**config.mk**
```make
export PLATFORM = sky130hd
export DESIGN_NAME = gpio_cmd_decoder
export DESIGN_NICKNAME = d
export VERILOG_FILES = /design/src/rtl/gpio_cmd_decoder.sv
export SDC_FILE = /design/constraint.sdc
export NUM_CORES = 1
export LEC_CHECK = 0
export CAP_MARGIN = 40
export CORE_UTILIZATION = 50
export CTS_BUF_LIST = sky130_fd_sc_hd__clkbuf_2 sky130_fd_sc_hd__clkbuf_4 sky130_fd_sc_hd__clkbuf_8
export DETAILED_ROUTE_END_ITERATION = 10
export PLACE_DENSITY = 0.82
export SLEW_MARGIN = 40
export SYNTH_ARGS = -nofsm -noshare
export SYNTH_HDL_FRONTEND = slang
export SYNTH_SLANG_ARGS = --single-unit
```
**constraint.sdc**
```tcl
create_clock -name clockdsp -period 8.6 [get_ports clockdsp]
set_clock_uncertainty 0.2 [all_clocks]
set_input_delay 1.29 -clock clockdsp [delete_from_list [all_inputs] [get_ports clockdsp]]
set_output_delay 1.29 -clock clockdsp [all_outputs]
set_load 0.1 [all_outputs]
```
**src/rtl/gpio_cmd_decoder.sv**
```systemverilog
// GPIO command decoder: registers the processor command word, decodes opcodes,
// drives DSP control, the RAM logger, RAM readback and BER snapshot readback.
//
// Ports:
//   clockdsp          DSP clock, all state changes on its rising edge
//   i_reset           synchronous active-low reset
//   i_gpio_word       command frame {opcode[31:24], enable[23], payload[22:0]}
//   i_log_full        logger reached its last address (one-cycle pulse)
//   i_ram_rdata       RAM read data for o_ram_raddr
//   i_ber_bits/errs   live PRBS checker counters
//   o_gpio_word       status / readback frame
//   o_dsp_rst         soft reset for the DSP chain (active high)
//   o_adapt_en        adaptive filter enable
//   o_log_run         logger write enable
//   o_log_sel         logger source select
//   o_ram_raddr       RAM read address
module gpio_cmd_decoder #(
    parameter int RAM_AW = 15,
    parameter int BER_W  = 32
) (
    input  logic              clockdsp,
    input  logic              i_reset,
    input  logic [31:0]       i_gpio_word,
    input  logic              i_log_full,
    input  logic [31:0]       i_ram_rdata,
    input  logic [BER_W-1:0]  i_ber_bits,
    input  logic [BER_W-1:0]  i_ber_errs,
    output logic [31:0]       o_gpio_word,
    output logic              o_dsp_rst,
    output logic              o_adapt_en,
    output logic              o_log_run,
    output logic [1:0]        o_log_sel,
    output logic [RAM_AW-1:0] o_ram_raddr
);

    typedef enum logic [1:0] {
        ST_IDLE,
        ST_LOG,
        ST_READ,
        ST_BER
    } state_e;

    localparam logic [7:0] OP_RST   = 8'h01;
    localparam logic [7:0] OP_ADAPT = 8'h02;
    localparam logic [7:0] OP_LOG   = 8'h03;
    localparam logic [7:0] OP_READ  = 8'h04;
    localparam logic [7:0] OP_SNAP  = 8'h05;
    localparam logic [7:0] OP_BSEL  = 8'h06;

    // Input register; it keeps sampling during reset so that a word that
    // was already present before reset is not mistaken for a new command.
    logic [31:0] word_q;

    always_ff @(posedge clockdsp) begin
        word_q <= i_gpio_word;
    end

    state_e             state_q, state_d;
    logic [31:0]        prev_q;
    logic               armed_q;
    logic               dsp_rst_q, dsp_rst_d;
    logic               adapt_en_q, adapt_en_d;
    logic               log_run_q, log_run_d;
    logic [1:0]         log_sel_q, log_sel_d;
    logic [RAM_AW-1:0]  raddr_q, raddr_d;
    logic [31:0]        gpio_word_q, gpio_word_d;
    logic               done_q, done_d;
    logic [BER_W-1:0]   snap_bits_q, snap_bits_d;
    logic [BER_W-1:0]   snap_errs_q, snap_errs_d;
    logic               ber_sel_q, ber_sel_d;

    logic [7:0] opcode;
    logic       accept;
    logic [3:0] sel_off;
    logic       start_ok;

    assign opcode = word_q[31:24];

    // armed_q masks the first cycle after reset, when prev_q is still zero
    // and a held word would otherwise look new.
    assign accept = armed_q && word_q[23] && (word_q != prev_q);

    always_comb begin
        state_d     = state_q;
        dsp_rst_d   = dsp_rst_q;
        adapt_en_d  = adapt_en_q;
        log_run_d   = log_run_q;
        log_sel_d   = log_sel_q;
        raddr_d     = raddr_q;
        done_d      = done_q;
        snap_bits_d = snap_bits_q;
        snap_errs_d = snap_errs_q;
        ber_sel_d   = ber_sel_q;
        gpio_word_d = gpio_word_q;
        sel_off     = word_q[3:0] - 4'd9;
        start_ok    = (word_q[3:0] >= 4'h9) && (word_q[3:0] <= 4'hC);

        if (accept) begin
            unique case (opcode)
                OP_RST: begin
                    dsp_rst_d = word_q[0];
                end
                OP_ADAPT: begin
                    adapt_en_d = word_q[0];
                end
                OP_LOG: begin
                    if (word_q[3:0] == 4'h0) begin
                        state_d   = ST_IDLE;
                        log_run_d = 1'b0;
                    end else if (start_ok && state_q == ST_IDLE) begin
                        state_d   = ST_LOG;
                        log_run_d = 1'b1;
                        log_sel_d = sel_off[1:0];
                        done_d    = 1'b0;
                    end
                end
                OP_READ: begin
                    if (state_q != ST_LOG) begin
                        if (word_q[16]) begin
                            state_d = ST_READ;
                            raddr_d = word_q[RAM_AW-1:0];
                        end else begin
                            state_d = ST_IDLE;
                        end
                    end
                end
                OP_SNAP: begin
                    if (word_q[0]) begin
                        snap_bits_d = i_ber_bits;
                        snap_errs_d = i_ber_errs;
                    end
                end
                OP_BSEL: begin
                    if (state_q != ST_LOG) begin
                        state_d   = ST_BER;
                        ber_sel_d = word_q[0];
                    end
                end
                default: begin
                end
            endcase
        end

        // Logger completion wins over a same-cycle abort: both end in IDLE,
        // but only completion marks the log as done.
        if (state_q == ST_LOG && i_log_full) begin
            state_d   = ST_IDLE;
            log_run_d = 1'b0;
            done_d    = 1'b1;
        end

        case (state_d)
            ST_READ: gpio_word_d = i_ram_rdata;
            ST_BER: begin
                if (ber_sel_d) begin
                    gpio_word_d = 32'(snap_errs_d);
                end else begin
                    gpio_word_d = 32'(snap_bits_d);
                end
            end
            default: gpio_word_d = {30'h0, done_d, log_run_d};
        endcase
    end

    always_ff @(posedge clockdsp) begin
        if (!i_reset) begin
            state_q     <= ST_IDLE;
            prev_q      <= '0;
            armed_q     <= 1'b0;
            dsp_rst_q   <= 1'b1;
            adapt_en_q  <= 1'b0;
            log_run_q   <= 1'b0;
            log_sel_q   <= 2'd0;
            raddr_q     <= '0;
            gpio_word_q <= '0;
            done_q      <= 1'b0;
            snap_bits_q <= '0;
            snap_errs_q <= '0;
            ber_sel_q   <= 1'b0;
        end else begin
            state_q     <= state_d;
            prev_q      <= word_q;
            armed_q     <= 1'b1;
            dsp_rst_q   <= dsp_rst_d;
            adapt_en_q  <= adapt_en_d;
            log_run_q   <= log_run_d;
            log_sel_q   <= log_sel_d;
            raddr_q     <= raddr_d;
            gpio_word_q <= gpio_word_d;
            done_q      <= done_d;
            snap_bits_q <= snap_bits_d;
            snap_errs_q <= snap_errs_d;
            ber_sel_q   <= ber_sel_d;
        end
    end

    assign o_gpio_word = gpio_word_q;
    assign o_dsp_rst   = dsp_rst_q;
    assign o_adapt_en  = adapt_en_q;
    assign o_log_run   = log_run_q;
    assign o_log_sel   = log_sel_q;
    assign o_ram_raddr = raddr_q;

endmodule

```
# --- Yosys cells after proc, flatten, opt, wreduce, memory -nomap -nowiden ---
# Index checks and enable logic that the tools add are counted.
word_totals:
  register_bits: 185
  input_bits: 131
  wordCells: 70
op_classes:
  n_addsub: 1
  magnitude_cmp: 2
  eq_ne: 11
  muxes: 30
  bitwise: 1
  n_reduce_logical: 11
ops:
  columns: ["operator", "count"]
  rows:
  - ["$mux 32", 7]
  - ["$pmux 32 s2", 1]
  - ["$ne 32x32->1", 1]
  - ["$eq 8x3->1 const B", 3]
  - ["$eq 8x2->1 const B", 2]
  - ["$mux 1", 14]
  - ["$mux 2", 7]
  - ["$eq 8x1->1 const B", 1]
  - ["$reduce_and 4->1", 2]
  - ["$pmux 2 s3", 1]
  - ["$logic_and 1x1->1", 5]
  - ["$eq 2x2->1 const B", 2]
  - ["$ge 4x4->1 const B", 1]
  - ["$le 4x4->1 const B", 1]
  - ["$logic_not 4->1", 1]
  - ["$reduce_and 2->1", 2]
  - ["$eq 2x1->1 const B", 1]
  - ["$logic_not 2->1", 1]
  - ["$ne 2x1->1 const B", 1]
  - ["$sub 2x1->2 const B", 1]
  - ["$not 1->1", 1]

# --- Longest topological paths before layout ---
depth:
  depth_word: 10
  mapped_depth: 11

# --- Worst setup path before layout ---
# Ideal clock, no wire load.
synth_path:
  kind: "register to register"
  startpoint: "register word_q[0]"
  endpoint: "register gpio_word_q[1] (netlist: o_gpio_word[1])"
  arrival_time_ns: 2.421
  required_ns: 8.278
  path_slack_ns: 5.857
  stages_incl_launch_ff: 11
  n_path_buf: 1
  cell_sequence: "dfxtp_1 buf_2 inv_1 ha_1 nor2b_1 a2111oi_2 or4b_1 a211oi_2 o22ai_1 and2_0 a221o_1"
synth_between:
  elab_chain_cells: 10
  word_cells_on_any_way: 30
  cone_classes: "order compare: 2; eq/ne: 3; mux: 21; reduce/logical: 4"
synth_rtl:
  columns: ["item", "line_no", "source"]
  rows:
  - ["from (decl)", "52", "logic [31:0] word_q;"]
  - ["from (signal assigned)", "55", "word_q <= i_gpio_word;"]
  - ["$ge 4x4->1 / $le 4x4->1 (equally long branches)", "96", "start_ok = (word_q[3:0] >= 4'h9) && (word_q[3:0] <= 4'hC);"]
  - ["$logic_and 1x1->1", "96", null]
  - ["$logic_and 1x1->1", "110", "end else if (start_ok && state_q == ST_IDLE) begin"]
  - ["$mux 2", "110", null]
  - ["$mux 2", "107", "if (word_q[3:0] == 4'h0) begin"]
  - ["$pmux 2 s3", "99", "unique case (opcode)"]
  - ["$mux 2", "98", "if (accept) begin"]
  - ["$mux 2", "146", "if (state_q == ST_LOG && i_log_full) begin"]
  - ["$eq 2x2->1", "152", "case (state_d)"]
  - ["$pmux 32 s2 (*)", "152", null]
  - ["to (signal assigned)", "189", "gpio_word_q <= gpio_word_d;"]
  - ["to (decl)", "66", "logic [31:0] gpio_word_q, gpio_word_d;"]
# Every way passes the cells marked *; elsewhere a longest branch is shown, timed or not.
# A chain may end at the register's enable or synchronous reset.

# --- Final worst setup path ---
layout_path:
  startpoint: "register word_q[0]"
  endpoint: "register gpio_word_q[0] (netlist: o_gpio_word[0])"
# Same word-level chain as after synthesis.

==> impl_metrics.yaml <==
global_routing:
  grt_pass1_vias: 4788
  grtUsageTotal: 0.211
  grt_max_degree: 123
  grt_pass1_wl_mm: 23.0
  gr-total-overflow: 0
  antenna_found_initial: 0
route:
  drt_wl_total_mm: 14.4
  drt-pass1-iter-count: 4
  drtIter0Drc: 226
  vias: 4663
  via_per_inst: 4.93
  drtAntennaViolNets: 0
  routedWlPerCell_um: 15.2
  remaining_drc_errors: 0
synth:
  synth_cell_type_count: 40
  ys_seq_elements: 185
  netlist_instances: 582
  ys.flop_type: "dfxtp_1"
  ys_warn_count: 0
  syn_area_um2: 6810
  ys_seq_area_frac: 0.544
  avgSynthCellArea_um2: 11.7
  synth-edff-count: 0
  synth_nets: 715
  synthArstFlopShare: 0
layout:
  diodes: 0
  final_cell_mix: "185 x dfxtp_1, 129 x clkdlybuf4s50_1, 114 x mux2i_1"
  finalNonFillerCells: 945
  nets: 889
  drive_gt1_frac: 0.133
  fin_util: 0.675
  area_growth_pct: 31.3
  final_common_cell: "dfxtp_1"
  nFillCells: 1026
worst_setup_path:
  critPathArrivalTime_ns: 3.75
  start_kind: "register"
  worstSetupStartpoint: "word_q[0]$_DFF_P_"
  r2r-end: "o_gpio_word[0]$_SDFF_PN0_"
  ff2ff_setup_slack_ns: 5.04
  reg2reg_depth: 9
  r2r-start: "word_q[0]$_DFF_P_"
  required_ns: 8.79
  criticalPathCategory: "register to register"
  path_cells: "inv_1, ha_1, a2111oi_2, a221o_1, nand2_1, mux2i_1, nor3b_4, buf_4, a221o_1"
  cpMaxStageDelayCell: "nor3b_4"
  end_kind: "register"
  slowest_delay_ns: 0.67
  cp_max_fo: 17
  cpMostUsedCell: "a221o_1"
cts:
  hold_buffers: 0
  cts.repair.resized: 0
  htree_num_levels: 4
  clkSinkCount: 185
  clock_latency_ns: 0.45
  post_cts_buffers: 0
  clockRootBuffer: "clkbuf_8"
  numCtsBuffers: 17
  clk_path_buf_depth: 2
  clkTransAtPathRegs_ns: 0.09
  cts_tree: "yes"
floorplan:
  ios: 183
  fp-row-count: 42
  die_y_um: 119
  die_x_um: 119
  dieArea_um2: 14100
  start_util: 0.514
  coreArea_um2: 13200
sta:
  worst_slack_ns: 5.04
  period_share: 0.414
  rsz0062_at_grt: "no"
  worstMarginPinSlew_ns: 0.792
  slew_viol_final: 0
  finalSetupViolations: 0
  fin_tns_setup_ns: 0
  slew_headroom: 0.472
  timing.final.crit_period_ns: 3.56
  timing.fmax_mhz: 281
  hold_viol_final: 0
placement:
  gp_congestion: 0.829
  post-place-cells: 913
  pre_cts_ws_ns: 4.81
  place.port_buffers: 182
  dp_hpwl_mm: 9.99
power:
  power_density_nw_per_um2: 181
  irDropWorstVdd_v: 0.000127
  p_leak_nw: 3.49
  finalPower_mw: 1.62
status:
  status: "complete, no violations"
hold_path:
  worstHoldPathCells: 2
  hold_path.class: "register to register"
  hold_end: "done_q$_SDFF_PN0_"
  hp-start: "done_q$_SDFF_PN0_"
job:
  cap_violations: 0
[flip-flops by register name (all words and copies together) (netlist names)]
name and count:
state_q 2, prev_q 32, word_q 32, snap_errs_q 32, o_adapt_en 1, done_q 1
o_ram_raddr 15, armed_q 1, ber_sel_q 1, o_gpio_word 32, o_log_run 1, o_dsp_rst 1
snap_bits_q 32, o_log_sel 2
[logic make-up (layout without fill, tap and decap cells)]
logic type	count (synthesis)	after routing	share of synthesized area
compound gates	48	48	0.0654
xor+xnor	32	32	0.0412
fa+ha+maj	2	2	0.00368
buf+inv	39	226	0.0270
flops	185	185	0.544
mux	115	115	0.171
simple gates	161	161	0.148
[area by class of cell]
cell class / instances / area (um^2) / area share
Clock inverter: 11 / 169 / 0.0189
Sequential cell: 185 / 3700 / 0.414
Tap cell: 176 / 220 / 0.0246
Inverter: 7 / 26.3 / 0.00294
Clock buffer: 21 / 277 / 0.0309
Timing Repair Buffer: 187 / 1610 / 0.180
Multi-Input combinational cell: 358 / 2940 / 0.329
[metrics by stage]
stage / hold WS, ns / instance area, um^2
after global routing: 0.297 / 8940
after detailed placement: 0.256 / 8500
final: 0.276 / 8940
after floorplan: 0.234 / 6810
after CTS: 0.269 / 8940
after global placement: 0.258 / 8740
[critical path: cells and delay by family, from the launching register on]
kind | cells | cell delay (ns)
AO/OA/AOI/OAI | 3 | 0.79
AND/OR/NAND/NOR | 2 | 0.73
flip-flops | 1 | 0.56
buffers and inverters | 2 | 0.52
multiplexers | 1 | 0.40
adder cells (fa/ha/maj) | 1 | 0.27
[report_power, final]
part	switching, mW	total [mW]	internal, mW
sequential	0.0123	0.885	0.872
clock	0.287	0.625	0.339
combinational	0.0322	0.107	0.0749
[metal layers]
layer	GRT usage	up-vias	part of all wire
met3	0.0613	22	0.055
met1	0.245	2173	0.44
met4	0.0839	0	0.021
met5	0	-	0
li1	-	2338	-
met2	0.363	130	0.49
[cells in the mapped netlist, types with 2 or more instances]
library cell,n,area (um^2)
dfxtp_1,185,3700
mux2i_1,114,1140
nor2b_1,84,526
and2_1,34,213
xnor2_1,32,280
a22o_1,30,263
clkbuf_1,16,60.1
nand2_1,11,41.3
nand4_1,10,62.6
buf_2,9,45.0
buf_4,7,52.6
inv_1,7,26.3
nor2_1,6,22.5
a211oi_1,4,30.0
a221o_1,3,30.0
nor3_1,3,15.0
ha_1,2,25.0
nor4_4,2,42.5
o22ai_1,2,12.5
[worst max path at each step]
stage | slack [ns] | end | depth (start not counted)
after floorplan | 5.86 | o_gpio_word[1]$_SDFF_PN0_ | 10
after global placement | 4.65 | o_gpio_word[1]$_SDFF_PN0_ | 5
after detailed placement | 4.81 | o_gpio_word[0]$_SDFF_PN0_ | 7
after CTS | 5.10 | o_gpio_word[0]$_SDFF_PN0_ | 9
after global routing | 4.82 | o_gpio_word[0]$_SDFF_PN0_ | 9
final | 5.04 | o_gpio_word[0]$_SDFF_PN0_ | 9
(Power assumes the default switching activity.)
